[config.mk]
export PLATFORM = sky130hd
export DESIGN_NAME = pos_clause_scheduler_flat
export DESIGN_NICKNAME = d
export VERILOG_FILES = /design/src/rtl/pos_clause_scheduler_pkg.sv /design/src/rtl/pos_clause_scheduler_if.sv /design/src/rtl/pos_clause_scheduler_slice_eval.sv /design/src/rtl/pos_clause_scheduler.sv /design/src/flat_wrapper.sv
export SDC_FILE = /design/constraint.sdc
export NUM_CORES = 1
export LEC_CHECK = 0
export ABC_AREA = 1
export CORE_MARGIN = 4
export CORE_UTILIZATION = 48
export DETAILED_ROUTE_END_ITERATION = 10
export PLACE_DENSITY_LB_ADDON = 0.2
export SLEW_MARGIN = 15
export SYNTH_ARGS = -nofsm -noshare
export SYNTH_HDL_FRONTEND = slang
export SYNTH_HIERARCHICAL = 1
export SYNTH_SLANG_ARGS = --single-unit
[constraint.sdc]
create_clock -name clk -period 2.2 [get_ports clk]
set_input_delay 0.44 -clock clk [delete_from_list [all_inputs] [get_ports clk]]
set_output_delay 0.44 -clock clk [all_outputs]
set_load 0.03 [all_outputs]
[src/rtl/pos_clause_scheduler_pkg.sv]
// Shared types and default sizing for the clause scheduler.
//   state_e        : scheduler FSM states
//   DEF_*          : default configuration (4 groups x 16 clauses, 4 lanes, 8-bit counter)
//   SLICES/G_W/S_W : derived slice count and index widths for the defaults
//   idx_w()        : index width helper, never returns 0
package pos_sched_pkg;

  localparam int DEF_NUM_GROUPS = 4;
  localparam int DEF_CLAUSES    = 16;
  localparam int DEF_LANES      = 4;
  localparam int DEF_CNT_W      = 8;

  typedef enum logic [1:0] {
    IDLE = 2'd0,
    EVAL = 2'd1,
    DONE = 2'd2
  } state_e;

  // A one-entry index still needs a one-bit register.
  function automatic int idx_w(input int n);
    return (n > 1) ? $clog2(n) : 1;
  endfunction

  localparam int SLICES = DEF_CLAUSES / DEF_LANES;
  localparam int G_W    = idx_w(DEF_NUM_GROUPS);
  localparam int S_W    = idx_w(SLICES);

endpackage

[src/rtl/pos_clause_scheduler_if.sv]
// Loader/collector-facing bundle of the clause scheduler.
//   flush, in_valid, lit_a, lit_b, out_ready        : driven by the master (loader/collector)
//   in_ready, out_valid, group_result, all_sat,
//   eval_cycles, busy                               : driven by the scheduler (slave)
interface pos_clause_scheduler_if
  import pos_sched_pkg::*;
#(
  parameter int NUM_GROUPS = DEF_NUM_GROUPS,
  parameter int CLAUSES    = DEF_CLAUSES,
  parameter int CNT_W      = DEF_CNT_W
) ();

  logic                          flush;
  logic                          in_valid;
  logic                          in_ready;
  logic [NUM_GROUPS*CLAUSES-1:0] lit_a;
  logic [NUM_GROUPS*CLAUSES-1:0] lit_b;
  logic                          out_valid;
  logic                          out_ready;
  logic [NUM_GROUPS-1:0]         group_result;
  logic                          all_sat;
  logic [CNT_W-1:0]              eval_cycles;
  logic                          busy;

  modport master (
    output flush, in_valid, lit_a, lit_b, out_ready,
    input  in_ready, out_valid, group_result, all_sat, eval_cycles, busy
  );

  modport slave (
    input  flush, in_valid, lit_a, lit_b, out_ready,
    output in_ready, out_valid, group_result, all_sat, eval_cycles, busy
  );

endinterface

[src/rtl/pos_clause_scheduler_slice_eval.sv]
// One LANES-wide slice of 2-literal OR clauses ANDed together.
//   a, b : literal pairs of the slice
//   ok   : 1 iff every clause (a|b) in the slice is true
module pos_slice_eval #(
  parameter int LANES = 4
) (
  input  logic [LANES-1:0] a,
  input  logic [LANES-1:0] b,
  output logic             ok
);

  assign ok = &(a | b);

endmodule

[src/rtl/pos_clause_scheduler.sv]
// Time-multiplexed product-of-sums evaluator. Captures one literal frame,
// then walks every group one LANES-wide slice per cycle, abandoning a group
// at its first false slice.
//   clk, rst_n : clock, asynchronous active-low reset
//   bus        : slave side of pos_clause_scheduler_if (frame in, result out,
//                flush, busy)
module pos_clause_scheduler
  import pos_sched_pkg::*;
#(
  parameter int NUM_GROUPS = DEF_NUM_GROUPS,
  parameter int CLAUSES    = DEF_CLAUSES,
  parameter int LANES      = DEF_LANES,
  parameter int CNT_W      = DEF_CNT_W
) (
  input  logic                    clk,
  input  logic                    rst_n,
  pos_clause_scheduler_if.slave   bus
);

  localparam int N_SLICES = CLAUSES / LANES;
  localparam int GW       = idx_w(NUM_GROUPS);
  localparam int SW       = idx_w(N_SLICES);

  generate
    if (CLAUSES % LANES != 0) begin : g_bad_lanes
      $error("CLAUSES must be a multiple of LANES");
    end
    if (NUM_GROUPS * N_SLICES > (1 << CNT_W) - 1) begin : g_bad_cnt
      $error("CNT_W too narrow for NUM_GROUPS*CLAUSES/LANES");
    end
  endgenerate

  // Packed so that flat bit g*CLAUSES+c lands at [g][c/LANES][c%LANES].
  typedef logic [NUM_GROUPS-1:0][N_SLICES-1:0][LANES-1:0] frame_t;

  state_e                state, state_nxt;
  frame_t                a_q, b_q;
  logic [GW-1:0]         g_q;
  logic [SW-1:0]         s_q;
  logic [NUM_GROUPS-1:0] res_q;
  logic [CNT_W-1:0]      cnt_q;

  logic                  slice_ok;
  logic                  last_s, last_g, grp_done, accept;
  logic                  in_ready_c, out_valid_c, busy_c;

  pos_slice_eval #(.LANES(LANES)) u_slice (
    .a  (a_q[g_q][s_q]),
    .b  (b_q[g_q][s_q]),
    .ok (slice_ok)
  );

  assign last_s   = (s_q == SW'(N_SLICES - 1));
  assign last_g   = (g_q == GW'(NUM_GROUPS - 1));
  // A false slice settles the group immediately; no point scanning the rest.
  assign grp_done = !slice_ok || last_s;
  // flush outranks a same-cycle frame.
  assign accept   = (state == IDLE) && bus.in_valid && !bus.flush;

  always_ff @(posedge clk or negedge rst_n) begin
    if (!rst_n) state <= IDLE;
    else        state <= state_nxt;
  end

  always_comb begin
    state_nxt   = state;
    in_ready_c  = 1'b0;
    out_valid_c = 1'b0;
    busy_c      = 1'b1;
    case (state)
      IDLE: begin
        in_ready_c = 1'b1;
        busy_c     = 1'b0;
        if (bus.in_valid) state_nxt = EVAL;
      end
      EVAL: begin
        if (grp_done && last_g) state_nxt = DONE;
      end
      DONE: begin
        out_valid_c = 1'b1;
        // Returning to IDLE first means a frame can never be taken while
        // out_valid is high.
        if (bus.out_ready) state_nxt = IDLE;
      end
      default: state_nxt = IDLE;
    endcase
    if (bus.flush) state_nxt = IDLE;
  end

  always_ff @(posedge clk or negedge rst_n) begin
    if (!rst_n) begin
      a_q   <= '0;
      b_q   <= '0;
      g_q   <= '0;
      s_q   <= '0;
      res_q <= '0;
      cnt_q <= '0;
    end else if (bus.flush) begin
      a_q   <= '0;
      b_q   <= '0;
      g_q   <= '0;
      s_q   <= '0;
      res_q <= '0;
      cnt_q <= '0;
    end else if (accept) begin
      a_q   <= bus.lit_a;
      b_q   <= bus.lit_b;
      g_q   <= '0;
      s_q   <= '0;
      res_q <= '0;
      cnt_q <= '0;
    end else if (state == EVAL) begin
      cnt_q <= cnt_q + CNT_W'(1);
      if (!slice_ok)   res_q[g_q] <= 1'b0;
      else if (last_s) res_q[g_q] <= 1'b1;
      if (grp_done) begin
        s_q <= '0;
        g_q <= last_g ? '0 : g_q + GW'(1);
      end else begin
        s_q <= s_q + SW'(1);
      end
    end
  end

  assign bus.in_ready     = in_ready_c;
  assign bus.out_valid    = out_valid_c;
  assign bus.busy         = busy_c;
  assign bus.group_result = res_q;
  assign bus.all_sat      = &res_q;
  assign bus.eval_cycles  = cnt_q;

endmodule

[src/flat_wrapper.sv]
// flat-port wrapper written by rule: the top's interface ports become plain ports
module pos_clause_scheduler_flat import pos_sched_pkg::*;
#(
  parameter int NUM_GROUPS = DEF_NUM_GROUPS,
  parameter int CLAUSES    = DEF_CLAUSES,
  parameter int LANES      = DEF_LANES,
  parameter int CNT_W      = DEF_CNT_W
)
  (clk, rst_n, bus_flush, bus_in_valid, bus_lit_a, bus_lit_b, bus_out_ready, bus_in_ready, bus_out_valid, bus_group_result, bus_all_sat, bus_eval_cycles, bus_busy);
  pos_clause_scheduler_if #(.NUM_GROUPS(NUM_GROUPS), .CLAUSES(CLAUSES), .CNT_W(CNT_W)) bus_i ();
  input  logic clk;
  input  logic rst_n;
  input wire logic [$bits(bus_i.flush)-1:0] bus_flush;
  input wire logic [$bits(bus_i.in_valid)-1:0] bus_in_valid;
  input wire logic [$bits(bus_i.lit_a)-1:0] bus_lit_a;
  input wire logic [$bits(bus_i.lit_b)-1:0] bus_lit_b;
  input wire logic [$bits(bus_i.out_ready)-1:0] bus_out_ready;
  output wire logic [$bits(bus_i.in_ready)-1:0] bus_in_ready;
  output wire logic [$bits(bus_i.out_valid)-1:0] bus_out_valid;
  output wire logic [$bits(bus_i.group_result)-1:0] bus_group_result;
  output wire logic [$bits(bus_i.all_sat)-1:0] bus_all_sat;
  output wire logic [$bits(bus_i.eval_cycles)-1:0] bus_eval_cycles;
  output wire logic [$bits(bus_i.busy)-1:0] bus_busy;
  assign bus_i.flush = bus_flush;
  assign bus_i.in_valid = bus_in_valid;
  assign bus_i.lit_a = bus_lit_a;
  assign bus_i.lit_b = bus_lit_b;
  assign bus_i.out_ready = bus_out_ready;
  assign bus_in_ready = bus_i.in_ready;
  assign bus_out_valid = bus_i.out_valid;
  assign bus_group_result = bus_i.group_result;
  assign bus_all_sat = bus_i.all_sat;
  assign bus_eval_cycles = bus_i.eval_cycles;
  assign bus_busy = bus_i.busy;
  pos_clause_scheduler #(.NUM_GROUPS(NUM_GROUPS), .CLAUSES(CLAUSES), .LANES(LANES), .CNT_W(CNT_W)) u_core (.clk(clk), .rst_n(rst_n), .bus(bus_i));
endmodule
# == Yosys cells after proc, flatten, opt, wreduce, memory -nomap -nowiden ==
# Index checks and enable logic that the tools add are counted.
# word_totals
register_bits,146
input_bits,133
# classes
add_sub_neg,3
magnitude_cmp,3
n_eq_ne,8
mux,39
bitwise,4
reduce_logical,16
# op_table
op,count
2-to-1 mux 64 bit,4
binary-select mux 16 bit (select 2 bit),2
2-to-1 mux 16 bit,2
2-to-1 mux 4 bit,7
2-to-1 mux 2 bit,13
2-to-1 mux 8 bit,3
binary-select mux 4 bit (select 2 bit),2
adder 8 x 1 -> 8 bit (second input constant),1
bitwise OR 4 bit,2
AND reduction 4 bit,2
== test 2 bit (second input constant),3
< comparator 2 x 3 -> 1 bit (second input constant),2
!= test 3 bit (second input constant),2
one-hot mux 2 bit (3 select lines),1
nonzero test 3 bit,2
adder 2 x 1 -> 2 bit (second input constant),2
AND 4 bit,1
logical AND 1 bit,4
2-to-1 mux 1 bit,4
!= test 4 bit (second input constant),1
NOT 4 bit,1
AND reduction 2 bit,2
!= test 3 x 2 -> 1 bit (second input constant),1
AND reduction 3 bit,1
7 further kinds,8

# == Logic depth before layout (Yosys ltp) ==
# Gate-level depths: netlist of run 1.
# logic_depth
word_depth,12
mapped_depth,17
ltp_nobuf,15

# == By module ==
# The synthesis of run 1 kept the hierarchy.
# by_module_without_submodules
mod,n_inst,cells_per_inst,area_each_um2,seq_area_each_um2
pos_clause_scheduler,1,962,7863.8,3653.5
pos_slice_eval,1,15,56.3,0.0

# == Least setup slack after synthesis of run 1 ==
# OpenSTA, ideal clock, no wires.
# synth_timing
kind,register to register
from,reg u_core.g_q[1]
to,"reg u_core.res_q[1], in the netlist u_core/bus.group_result[1]"
setup_time_ps,76
arrival_ps,2085
required_time_ps,2124
setup_slack_ps,39
path_stages_with_launch,17
n_path_buf,3
path_cell_list,dfrtp_1 > buf_2 > inv_1 > buf_2 > nand3_1 > nand3_1 > nand3_1 > nand2_1 > inv_1 > nand2_1 > nand2_1 > nor2_1 > nand2_1 > a21oi_4 > buf_4 > nand2_1 > o21ai_1
# synth_between
elab_chain_len,10
elab_cells_between_ends,25
# synth_lines
element,line_no,text
"start, declared",pos_clause_scheduler.sv:38,logic [GW-1:0] g_q;
"start signal, assigned",pos_clause_scheduler.sv:118,g_q <= last_g ? '0 : g_q + GW'(1);
binary-select mux 16 bit (select 2 bit) (on tied branches),"pos_clause_scheduler.sv:48, pos_clause_scheduler.sv:49",
2-to-1 mux 16 bit (on tied branches),"pos_clause_scheduler.sv:48, pos_clause_scheduler.sv:49",
binary-select mux 4 bit (select 2 bit) (on tied branches),"pos_clause_scheduler.sv:48, pos_clause_scheduler.sv:49",
2-to-1 mux 4 bit (on tied branches),"pos_clause_scheduler.sv:48, pos_clause_scheduler.sv:49",
bitwise OR 4 bit *,pos_clause_scheduler_slice_eval.sv:12,assign ok = &(a | b);
AND reduction 4 bit *,pos_clause_scheduler_slice_eval.sv:12,
via u_core.slice_ok,pos_clause_scheduler.sv:43,logic slice_ok;
2-to-1 mux 4 bit,pos_clause_scheduler.sv:114,if (!slice_ok) res_q[g_q] <= 1'b0;
2-to-1 mux 4 bit,pos_clause_scheduler.sv:112,end else if (state == EVAL) begin
2-to-1 mux 4 bit,pos_clause_scheduler.sv:105,end else if (accept) begin
2-to-1 mux 4 bit,pos_clause_scheduler.sv:98,end else if (bus.flush) begin
"end signal, assigned",pos_clause_scheduler.sv:103,res_q <= '0;
"end signal, assigned by index",pos_clause_scheduler.sv:114,
"end signal, assigned by index",pos_clause_scheduler.sv:115,else if (last_s) res_q[g_q] <= 1'b1;
"end, declared",pos_clause_scheduler.sv:40,logic [NUM_GROUPS-1:0] res_q;
# The timed path passes the listed nets; every way through them passes the cells marked *. The select of a mux whose other input is x is not followed.
# A chain may end at the register's enable or synchronous reset.

# == Worst setup path in the final report of run 1 ==
# layout_timing
from,reg u_core.g_q[0]
to,reg u_core.state[1]
# layout_between
elab_chain_len,11
elab_cells_between_ends,16
# layout_lines
element,line_no,text
binary-select mux 16 bit (select 2 bit) (on tied branches),"pos_clause_scheduler.sv:48, pos_clause_scheduler.sv:49",
2-to-1 mux 16 bit (on tied branches),"pos_clause_scheduler.sv:48, pos_clause_scheduler.sv:49",
binary-select mux 4 bit (select 2 bit) (on tied branches),"pos_clause_scheduler.sv:48, pos_clause_scheduler.sv:49",
2-to-1 mux 4 bit (on tied branches),"pos_clause_scheduler.sv:48, pos_clause_scheduler.sv:49",
bitwise OR 4 bit *,pos_clause_scheduler_slice_eval.sv:12,
AND reduction 4 bit *,pos_clause_scheduler_slice_eval.sv:12,
via u_core.slice_ok,pos_clause_scheduler.sv:43,
zero test 1 bit *,pos_clause_scheduler.sv:56,assign grp_done = !slice_ok || last_s;
logical OR 1 bit *,pos_clause_scheduler.sv:56,
logical AND 1 bit *,pos_clause_scheduler.sv:77,if (grp_done && last_g) state_nxt = DONE;
!= test 3 x 2 -> 1 bit (no line) *,n/a,
AND reduction 3 bit (no line) *,n/a,
"end signal, assigned",pos_clause_scheduler.sv:62,else state <= state_nxt;
"end, declared",pos_clause_scheduler.sv:36,"state_e state, state_nxt;"
# Marked as above.

==> results.toml, run 1 <==
[worst_hold_path]
hold_path_end = "u_core/bus.eval_cycles[3]"
hold_path_class = "reg -> reg"
hold_depth = 1
hp-start = "u_core/bus.eval_cycles[3]"

[synth]
synthXorXnorAreaFrac_pct = 0
yosys.area.top_type_share_pct = 46.1
synthAdderAreaFrac_pct = 0.948
yosys_warnings = 6
synth_compound_area_share_pct = 13.4
synth_top_family_by_area = "simple AND/OR/NAND/NOR gates"
yosys.area_share.simple_pct = 26.0
syn_area_sq_mm = 0.00792
syn-num-nets = 1116
synth.mux.area_fraction_pct = 0
syn_inst = 977
synth_seq_cells = 146
ys_top_cells_by_area = "dfrtp_1 46%, nand3_1 15%, o21ai_2 8.5%, nand2_1 8.5%, inv_1 7.3%"
ys_types = 30
avgSynthCellArea_sq_um = 8.11
synth_largest_area_cell = "dfrtp_1"
yosysSeqAreaShare_pct = 46.1

[timing]
fmax_mhz = 457
worst_slew_pin_slew_ns = 0.545
rsz0062_at_grt = "true"
finalMaxSlewViolations = 0
slew_headroom_pct = 63.7
finalClockSkew_ns = 0.00402
hold_violations = 0
layout_min_cycle_time_ns = 2.19
finalCritPeriodShare_pct = 99.5
setup_violations = 0
layout_setup_ws_ns = 0.0110

[route]
finalWirelength_um = 22100
routed_via_density = 5.25
wl_per_cell_um = 16.4
drt_iter0_drc = 688
via_count = 7091
drc = 0
ant_nets = 0
first_pass_iters = 6

[final_layout]
stdcell_area_sq_mm = 0.0107
final_util_pct = 67.1
antenna_cells = 0
drive_gt1_share_pct = 20.8
fillerInstances = 1304
fin_cells = 1351
multi_input_area_sq_mm = 0.00352
final-seq-area_sq_mm = 0.00366
final_nets = 1263
area_delta_synth_final_pct = 35.6

[floorplanning]
core-area_sq_mm = 0.0160
pin_count = 149
chipWidth_um = 136
initial_core_util_pct = 49.5
die_height_um = 136
rows = 46
die-area_sq_mm = 0.0186

[clocking]
cts-htree-levels = 4
clockBufferDepth = 2
cts_root_buf = "clkbuf_16"
clkTransAtPathRegs_ns = 0.06
clk_latency_ns = 0.42
clock_sinks = 146
cts_made_buffers = 17
cts_tree = "built"

[pwr]
p_seq_share_pct = 32.1
netSwitchingPower_mw = 3.65
vdd_drop_max_mv = 0.670
internal-power_mw = 6.25
switching_share_pct = 36.9
clockPowerShare_pct = 27.0
p_total_mw = 9.91
combPwrFrac_pct = 40.9
p_leak_nw = 4.95
powerDensity_mw_per_mm2 = 922

[global_routing]
grt_max_degree = 134
antenna_found_initial = 0
grt_pass1_vias = 6794
grt_pass1_wl_um = 34200
grt-ovfl-total = 0
grt_use_total_pct = 23.3

[worst_setup_path]
critPathLaunchType = "flop"
reg2reg_slack_ns = 0.01
worstPathArrival_ns = 2.50
end_kind = "flop"
rr_worst_depth = 17
r2r_start = "u_core/g_q[0]"
rr_endpoint = "u_core/state[1]"
critical_path_peak_fanout = 6
path_class = "reg -> reg"
required_ns = 2.51

[outcome]
outcome = "finished clean"

[placed_design]
place_ws_ns = -0.0502
numPortBuffers = 148
dp_cells = 1306
place_congestion = 0.830
hpwl_um = 14500
dpl-instance-area_sq_mm = 0.00962

[job]
maxCapViolations = 0
state kept, by name, indices dropped and copies added (netlist names):
| signal | cells |
|---|---|
| u_core/g_q | 2 |
| u_core/bus.eval_cycles | 8 |
| u_core/b_q | 64 |
| u_core/state | 2 |
| u_core/bus.group_result | 4 |
| u_core/s_q | 2 |
| u_core/a_q | 64 |
cell usage after synthesis, drive strengths merged:
cell type    n
nor2        17
buf         56
dfrtp      146
nand2      182
nor4         1
a21oi        6
ha           6
nand3      248
inv        156
o21ai      143
clkinv       2
clkbuf      12
o31ai        2
metrics by stage:
step	hold slack (ns)	setup TNS, ns
after floorplan	0.144	0
after global placement	0.436	-0.0244
after detailed placement	0.432	-0.221
after CTS	0.519	0
after global routing	0.528	-0.687
final	0.516	0
layout by cell type (no fill, tap or decap), types with 6 or more instances in the layout:
master	count
o21ai_2	80
clkdlybuf4s50_1	144
buf_4	16
clkbuf_16	23
nand3_2	39
nand2_1	155
inv_1	150
nand2_4	7
nand3_1	209
o21ai_0	31
nand2_2	19
dfrtp_1	145
buf_12	15
ha_1	6
o21ai_1	32
nor2_1	12
buf_6	7
worst max-delay path by stage:
stage	start	to	slack (ns)	depth (start not counted)
3_3_place_gp	u_core/g_q[1]	u_core/g_q[0]	-0.01	14
6_report	u_core/g_q[0]	u_core/state[1]	0.01	17
3_5_place_dp	u_core/g_q[1]	u_core/bus.group_result[3]	-0.05	14
2_1_floorplan	u_core/g_q[1]	u_core/bus.group_result[1]	0.04	16
4_1_cts	u_core/g_q[1]	u_core/state[1]	0.02	16
5_1_grt	u_core/g_q[0]	u_core/bus.group_result[3]	-0.10	16
kinds of logic after synthesis:
| kind of cell | after synthesis |
|---|---|
| compound gates | 151 |
| buf+inv | 226 |
| fa+ha+maj | 6 |
| simple gates | 448 |
| flops | 146 |
power groups by stage:
stage / Sequential (mW) / Clock [mW] / Combinational (mW)
after global routing: 3.22 / 2.83 / 4.42
after detailed placement: 3.19 / 0 / 3.22
after global placement: 3.17 / 0 / 3.19
final: 3.18 / 2.67 / 4.05
after floorplan: 3.18 / 0 / 2.22
after CTS: 3.15 / 2.71 / 3.28
critical path: stages, from the launching register on:
cell and delay [ns]:
dfrtp_4 0.57, clkinv_8 0.14, clkbuf_16 0.19, nand2_4 0.06, nand3_2 0.07, nand3_2 0.10
nand3_2 0.06, nand2_1 0.07, inv_1 0.05, nand2_2 0.07, nand2_2 0.08, nor2_4 0.15
nand2_4 0.10, buf_6 0.14, nand2_2 0.06, nand2_2 0.06, o21ai_2 0.05, nor2_1 0.05
routing by layer:
layer,routed length [um],GRT usage [%],vias to the layer above
met5,0,0,-
li1,-,-,3454
met3,1310,4.77,26
met2,10900,38.4,245
met1,9670,31.7,3366
met4,279,5.54,0
layout make-up:
class                   count  area share (%)
flip-flops and latches    146            34.0
repair buffers            193            20.0
repair inverters            2           0.140
well taps                 216            2.52
inverters                 158            5.67
clock inverters             6           0.536
clock buffers              24            4.39
multi-input cells         606            32.7
repair_timing:
item	4_1_cts	5_1_grt
hold endpoints to repair	27	0
setup buffers	0	2
gates cloned	1	11
setup endpoints to repair	11	10
pin swaps	1	34
gates resized for setup	11	91
hold buffers	1	0
(Power assumes the default switching activity.)
==> run 2, diff against run 1 <==
--- a/config.mk
+++ b/config.mk
@@ -7,7 +7,8 @@
 export LEC_CHECK = 0
 export ABC_AREA = 1
 export CORE_MARGIN = 4
-export CORE_UTILIZATION = 48
+export CORE_UTILIZATION = 49
+export CTS_BUF_LIST = sky130_fd_sc_hd__clkbuf_8
 export DETAILED_ROUTE_END_ITERATION = 10
 export PLACE_DENSITY_LB_ADDON = 0.2
 export SLEW_MARGIN = 15
==> results.toml, run 2 (same netlist as run 1, synthesis figures left out) <==
[outcome]
outcome = "finished clean"

[clocking]
cts_tree = "built"
clockBufferDepth = 2
clk_latency_ns = 0.45
cts_root_buf = "clkbuf_8"
clkTransAtPathRegs_ns = 0.08
cts_made_buffers = 17
clock_sinks = 146
cts-htree-levels = 4

[worst_setup_path]
slowest_delay_ns = 0.49
critical_path_peak_fanout = 24
required_ns = 2.54
path_class = "reg -> reg"
critPathLaunchType = "flop"
worstPathArrival_ns = 2.43
worstPathCellList = "buf_4, nand2_1, nand3_1, nand3_1, nand3_1, nand2_1, inv_1, nand2_1, nand2_1, nor2_4, nand2_2, buf_4, nand2_1, nand2_1, o21ai_2, nor2_1"
timing.critical_path.mode_cell = "nand2_1"
end_kind = "flop"
crit_start = "u_core/g_q[0]"
r2r_start = "u_core/g_q[0]"
crit_slowest_cell = "dfrtp_2"

[timing]
slew_headroom_pct = 59.2
finalMaxSlewViolations = 0
hold_violations = 0
worst_slew_pin_slew_ns = 0.612
layout_min_cycle_time_ns = 2.09
rsz0062_at_grt = "true"
fmax_mhz = 480
finalClockSkew_ns = 0.00801
finalCritPeriodShare_pct = 94.8
fin_setup_tns_ns = 0
setup_violations = 0

[floorplanning]
die-area_sq_mm = 0.0183
chipWidth_um = 135
pin_count = 149
initial_core_util_pct = 49.9
die_height_um = 135
rows = 46
core-area_sq_mm = 0.0159

[global_routing]
grt_pass1_wl_um = 32800
antenna_found_initial = 0
grt_use_total_pct = 22.4
grt_max_degree = 133
grt_pass1_vias = 6650
grt-ovfl-total = 0

[final_layout]
final-seq-area_sq_mm = 0.00365
multi_input_area_sq_mm = 0.00321
layout_commonest_cell = "nand3_1"
drive_gt1_share_pct = 14.3
final_nets = 1248
antenna_cells = 0
area_delta_synth_final_pct = 27.6
final_cell_mix = "245 x nand3_1, 178 x nand2_1, 154 x inv_1, 145 x dfrtp_1, 143 x clkdlybuf4s50_1"
final_util_pct = 63.6
fillerInstances = 1407

[route]
ant_nets = 0
drc = 0
wl_per_cell_um = 14.9
via_count = 6814
finalWirelength_um = 19900
drt_iter0_drc = 581
first_pass_iters = 5
routed_via_density = 5.10

[worst_hold_path]
hold_path_class = "in -> async"

[pwr]
p_total_mw = 8.84
p_leak_nw = 4.73
vdd_drop_max_mv = 0.505
powerDensity_mw_per_mm2 = 875

[placed_design]
numPortBuffers = 148
hpwl_um = 13900
place_congestion = 0.829

[job]
maxCapViolations = 0
-- run 2: cell count changes in the layout (fill, tap and decap cells not counted), sizes merged --
cell,change
dlymetal6s2s,+1
clkdlybuf4s15,-1
clkdlybuf4s50,-1
a21oi,-1
clkinvlp,-1
buf,-8
bufinv,+3
clkbuf,-6
-- run 2: metal layers --
metal	wire (um)	part of all wire, %	GRT usage, %	up-vias
li1	-	-	-	3409
met1	9230	46	31.6	3209
met2	9450	47	35.5	173
met3	954	4.8	4.20	23
met4	286	1.4	6.66	0
met5	0	0	0	-
-- run 2: worst max-delay path, delay by kind of cell, from the launching register on --
kind	cells	cell delay (ns)
flops	1	0.49
buf+inv	3	0.41
compound gates	1	0.06
simple gates	12	1.00
-- run 2: power by group --
group	internal [mW]	switching, mW
clock network	1.35	0.999
registers	3.01	0.131
logic	1.32	2.03
-- run 2: worst paths after layout --
kind / end / slack (ns) / depth (start not counted)
setup / recovery: u_core/state[1] / 0.11 / 16
hold / removal: u_core/a_q[47] / 0.50 / 2
setup reg to reg: u_core/state[1] / 0.11 / 16
hold reg to reg: u_core/a_q[18] / 0.52 / 2
max in group asynchronous: u_core/bus.group_result[0] / 1.06 / 3
min in group clk: u_core/a_q[18] / 0.52 / 2
-- run 2: through the flow --
step / instances / hold WS, ns / instance area, sq um / setup slack (ns)
finish: 1337 / 0.499 / 10100 / 0.115
global route: 1337 / 0.520 / 10100 / -0.0514
CTS: 1335 / 0.502 / 10000 / 0.00208
detailed placement: 1302 / 0.425 / 9550 / -0.0733
global placement: 1302 / 0.418 / 9550 / 0.0151
floorplan: 977 / 0.144 / 7920 / 0.0388
-- run 2: what timing repair did --
action / 4_1_cts / 5_1_grt
pin swaps: 1 / 4
setup buffers: 1 / 0
hold buffers: 1 / 0
endpoints found under the hold margin: 45 / 0
cloned: 0 / 2
endpoints found under the setup margin: 12 / 11
gates resized for setup: 4 / 14
-- run 2: area by class of cell --
cell class	instances	share of cell area, %
Clock buffer	21	2.86
Inverter	158	5.95
Clock inverter	10	1.55
Sequential cell	146	36.2
Tap cell	216	2.67
Multi-Input combinational cell	605	31.7
Timing Repair Buffer	181	19.1
==> run 3, diff against run 2 <==
--- a/config.mk
+++ b/config.mk
@@ -10,6 +10,8 @@
 export CORE_UTILIZATION = 49
 export CTS_BUF_LIST = sky130_fd_sc_hd__clkbuf_8
 export DETAILED_ROUTE_END_ITERATION = 10
+export HOLD_SLACK_MARGIN = 0.08
+export MAX_ROUTING_LAYER = met4
 export PLACE_DENSITY_LB_ADDON = 0.2
 export SLEW_MARGIN = 15
 export SYNTH_ARGS = -nofsm -noshare
==> results.toml, run 3 (same netlist as run 1, synthesis figures left out) <==
[route]
drt_iter0_drc = 547
routed_via_density = 5.07
first_pass_iters = 7
drc = 0
wl_per_cell_um = 14.9
finalWirelength_um = 19900
via_count = 6778
ant_nets = 0

[floorplanning]
die-area_sq_mm = 0.0183
rows = 46
pin_count = 149
core-area_sq_mm = 0.0159
chipWidth_um = 135
initial_core_util_pct = 49.9
die_height_um = 135

[global_routing]
antenna_found_initial = 0
grt_use_total_pct = 23.1
grt_pass1_wl_um = 32900
grt-ovfl-total = 0
grt_max_degree = 133
grt_pass1_vias = 6646

[job]
maxCapViolations = 0

[timing]
worst_slew_pin_slew_ns = 0.608
finalMaxSlewViolations = 0
rsz0062_at_grt = "true"
layout_min_cycle_time_ns = 2.08
layout_setup_ws_ns = 0.125
slew_headroom_pct = 59.5
whs_ns = 0.502
fmax_mhz = 482
hold_violations = 0
finalClockSkew_ns = 0.00977
finalCritPeriodShare_pct = 94.3
setup_violations = 0

[clocking]
clockBufferDepth = 2
cts-htree-levels = 4
clock_sinks = 146
clkTransAtPathRegs_ns = 0.08
cts_made_buffers = 17
clk_latency_ns = 0.44
cts_tree = "built"
cts_root_buf = "clkbuf_8"

[worst_setup_path]
critPathLaunchType = "flop"
required_ns = 2.56
worstPathArrival_ns = 2.44
path_class = "reg -> reg"
end_kind = "flop"
critical_path_peak_fanout = 13

[pwr]
p_total_mw = 8.84
p_leak_nw = 4.73
vdd_drop_max_mv = 0.500
powerDensity_mw_per_mm2 = 875

[placed_design]
hpwl_um = 13900
dpl-instance-area_sq_mm = 0.00955
place_congestion = 0.842
place_ws_ns = -0.0733
numPortBuffers = 148

[outcome]
outcome = "finished clean"

[final_layout]
stdcell_area_sq_mm = 0.0101
final_nets = 1248
antenna_cells = 0
final_cell_mix = "245 x nand3_1, 178 x nand2_1, 154 x inv_1, 145 x dfrtp_1, 143 x clkdlybuf4s50_1"
drive_gt1_share_pct = 14.3
area_delta_synth_final_pct = 27.6
layout_commonest_cell = "nand3_1"
fillerInstances = 1407

[worst_hold_path]
hold_path_class = "in -> async"
-- run 3: cell counts in the layout (fill, tap and decap cells not counted) --
Identical to the previous run, type by type.
-- run 3: final cells by class --
type	count	area (sq um)	share of cell area [%]
Clock buffer	21	289	2.86
Clock inverter	10	156	1.55
Inverter	158	602	5.95
Multi-Input combinational cell	605	3210	31.7
Sequential cell	146	3650	36.2
Tap cell	216	270	2.67
Timing Repair Buffer	181	1930	19.1
-- run 3: metal layers --
| layer | vias up | routed length [um] | track usage, % |
|---|---|---|---|
| met5 | - | 0 | - |
| li1 | 3410 | - | - |
| met1 | 3170 | 9320 | 32.0 |
| met3 | 20 | 918 | 3.97 |
| met2 | 178 | 9380 | 35.3 |
| met4 | 0 | 253 | 6.66 |
-- run 3: per-stage QoR --
step	setup TNS (ns)	instances	util, %
6_report	0	1337	63.6
5_1_grt	-0.117	1337	63.6
4_1_cts	0	1335	63.1
3_5_place_dp	-0.380	1302	60.1
3_3_place_gp	0	1302	60.1
2_1_floorplan	0	977	-
-- run 3: report_power, final --
part           total, mW  internal, mW  switching, mW
sequential          3.15          3.01          0.131
combinational       3.35          1.32           2.03
clock               2.34          1.35          0.997
-- run 3: path summary, 6_finish.rpt --
| check | start | endpoint | slack, ns | cells after the start |
|---|---|---|---|---|
| setup / recovery | u_core/g_q[0] | u_core/bus.group_result[2] | 0.12 | 16 |
| hold / removal | rst_n | u_core/a_q[47] | 0.50 | 2 |
| setup reg to reg | u_core/g_q[0] | u_core/bus.group_result[2] | 0.12 | 16 |
| hold reg to reg | u_core/bus.eval_cycles[3] | u_core/bus.eval_cycles[3] | 0.52 | 1 |
| max in group asynchronous | rst_n | u_core/bus.group_result[2] | 1.07 | 3 |
| min in group clk | u_core/bus.eval_cycles[3] | u_core/bus.eval_cycles[3] | 0.52 | 1 |
-- run 3: worst max-delay path, cell delays in order (launching register included) --
cell and delay (ns):
dfrtp_2 0.48, inv_6 0.08, buf_12 0.15, nand2_1 0.05, nand3_1 0.11, nand3_1 0.11, nand3_1 0.07, nand2_1 0.08
inv_1 0.06, nand2_1 0.06, nand2_1 0.08, nor2_4 0.15, nand2_2 0.09, a21oi_4 0.15, buf_12 0.14, nand2_1 0.05
o21ai_1 0.08
-- run 3: what timing repair did --
item                       in CTS  in global routing
pin swaps                       1                  4
resized for setup               4                 14
buffers inserted                1                  0
hold buffers                    1                  0
cloned                          0                  2
hold endpoints to repair       45                  0
setup endpoints to repair      12                 11
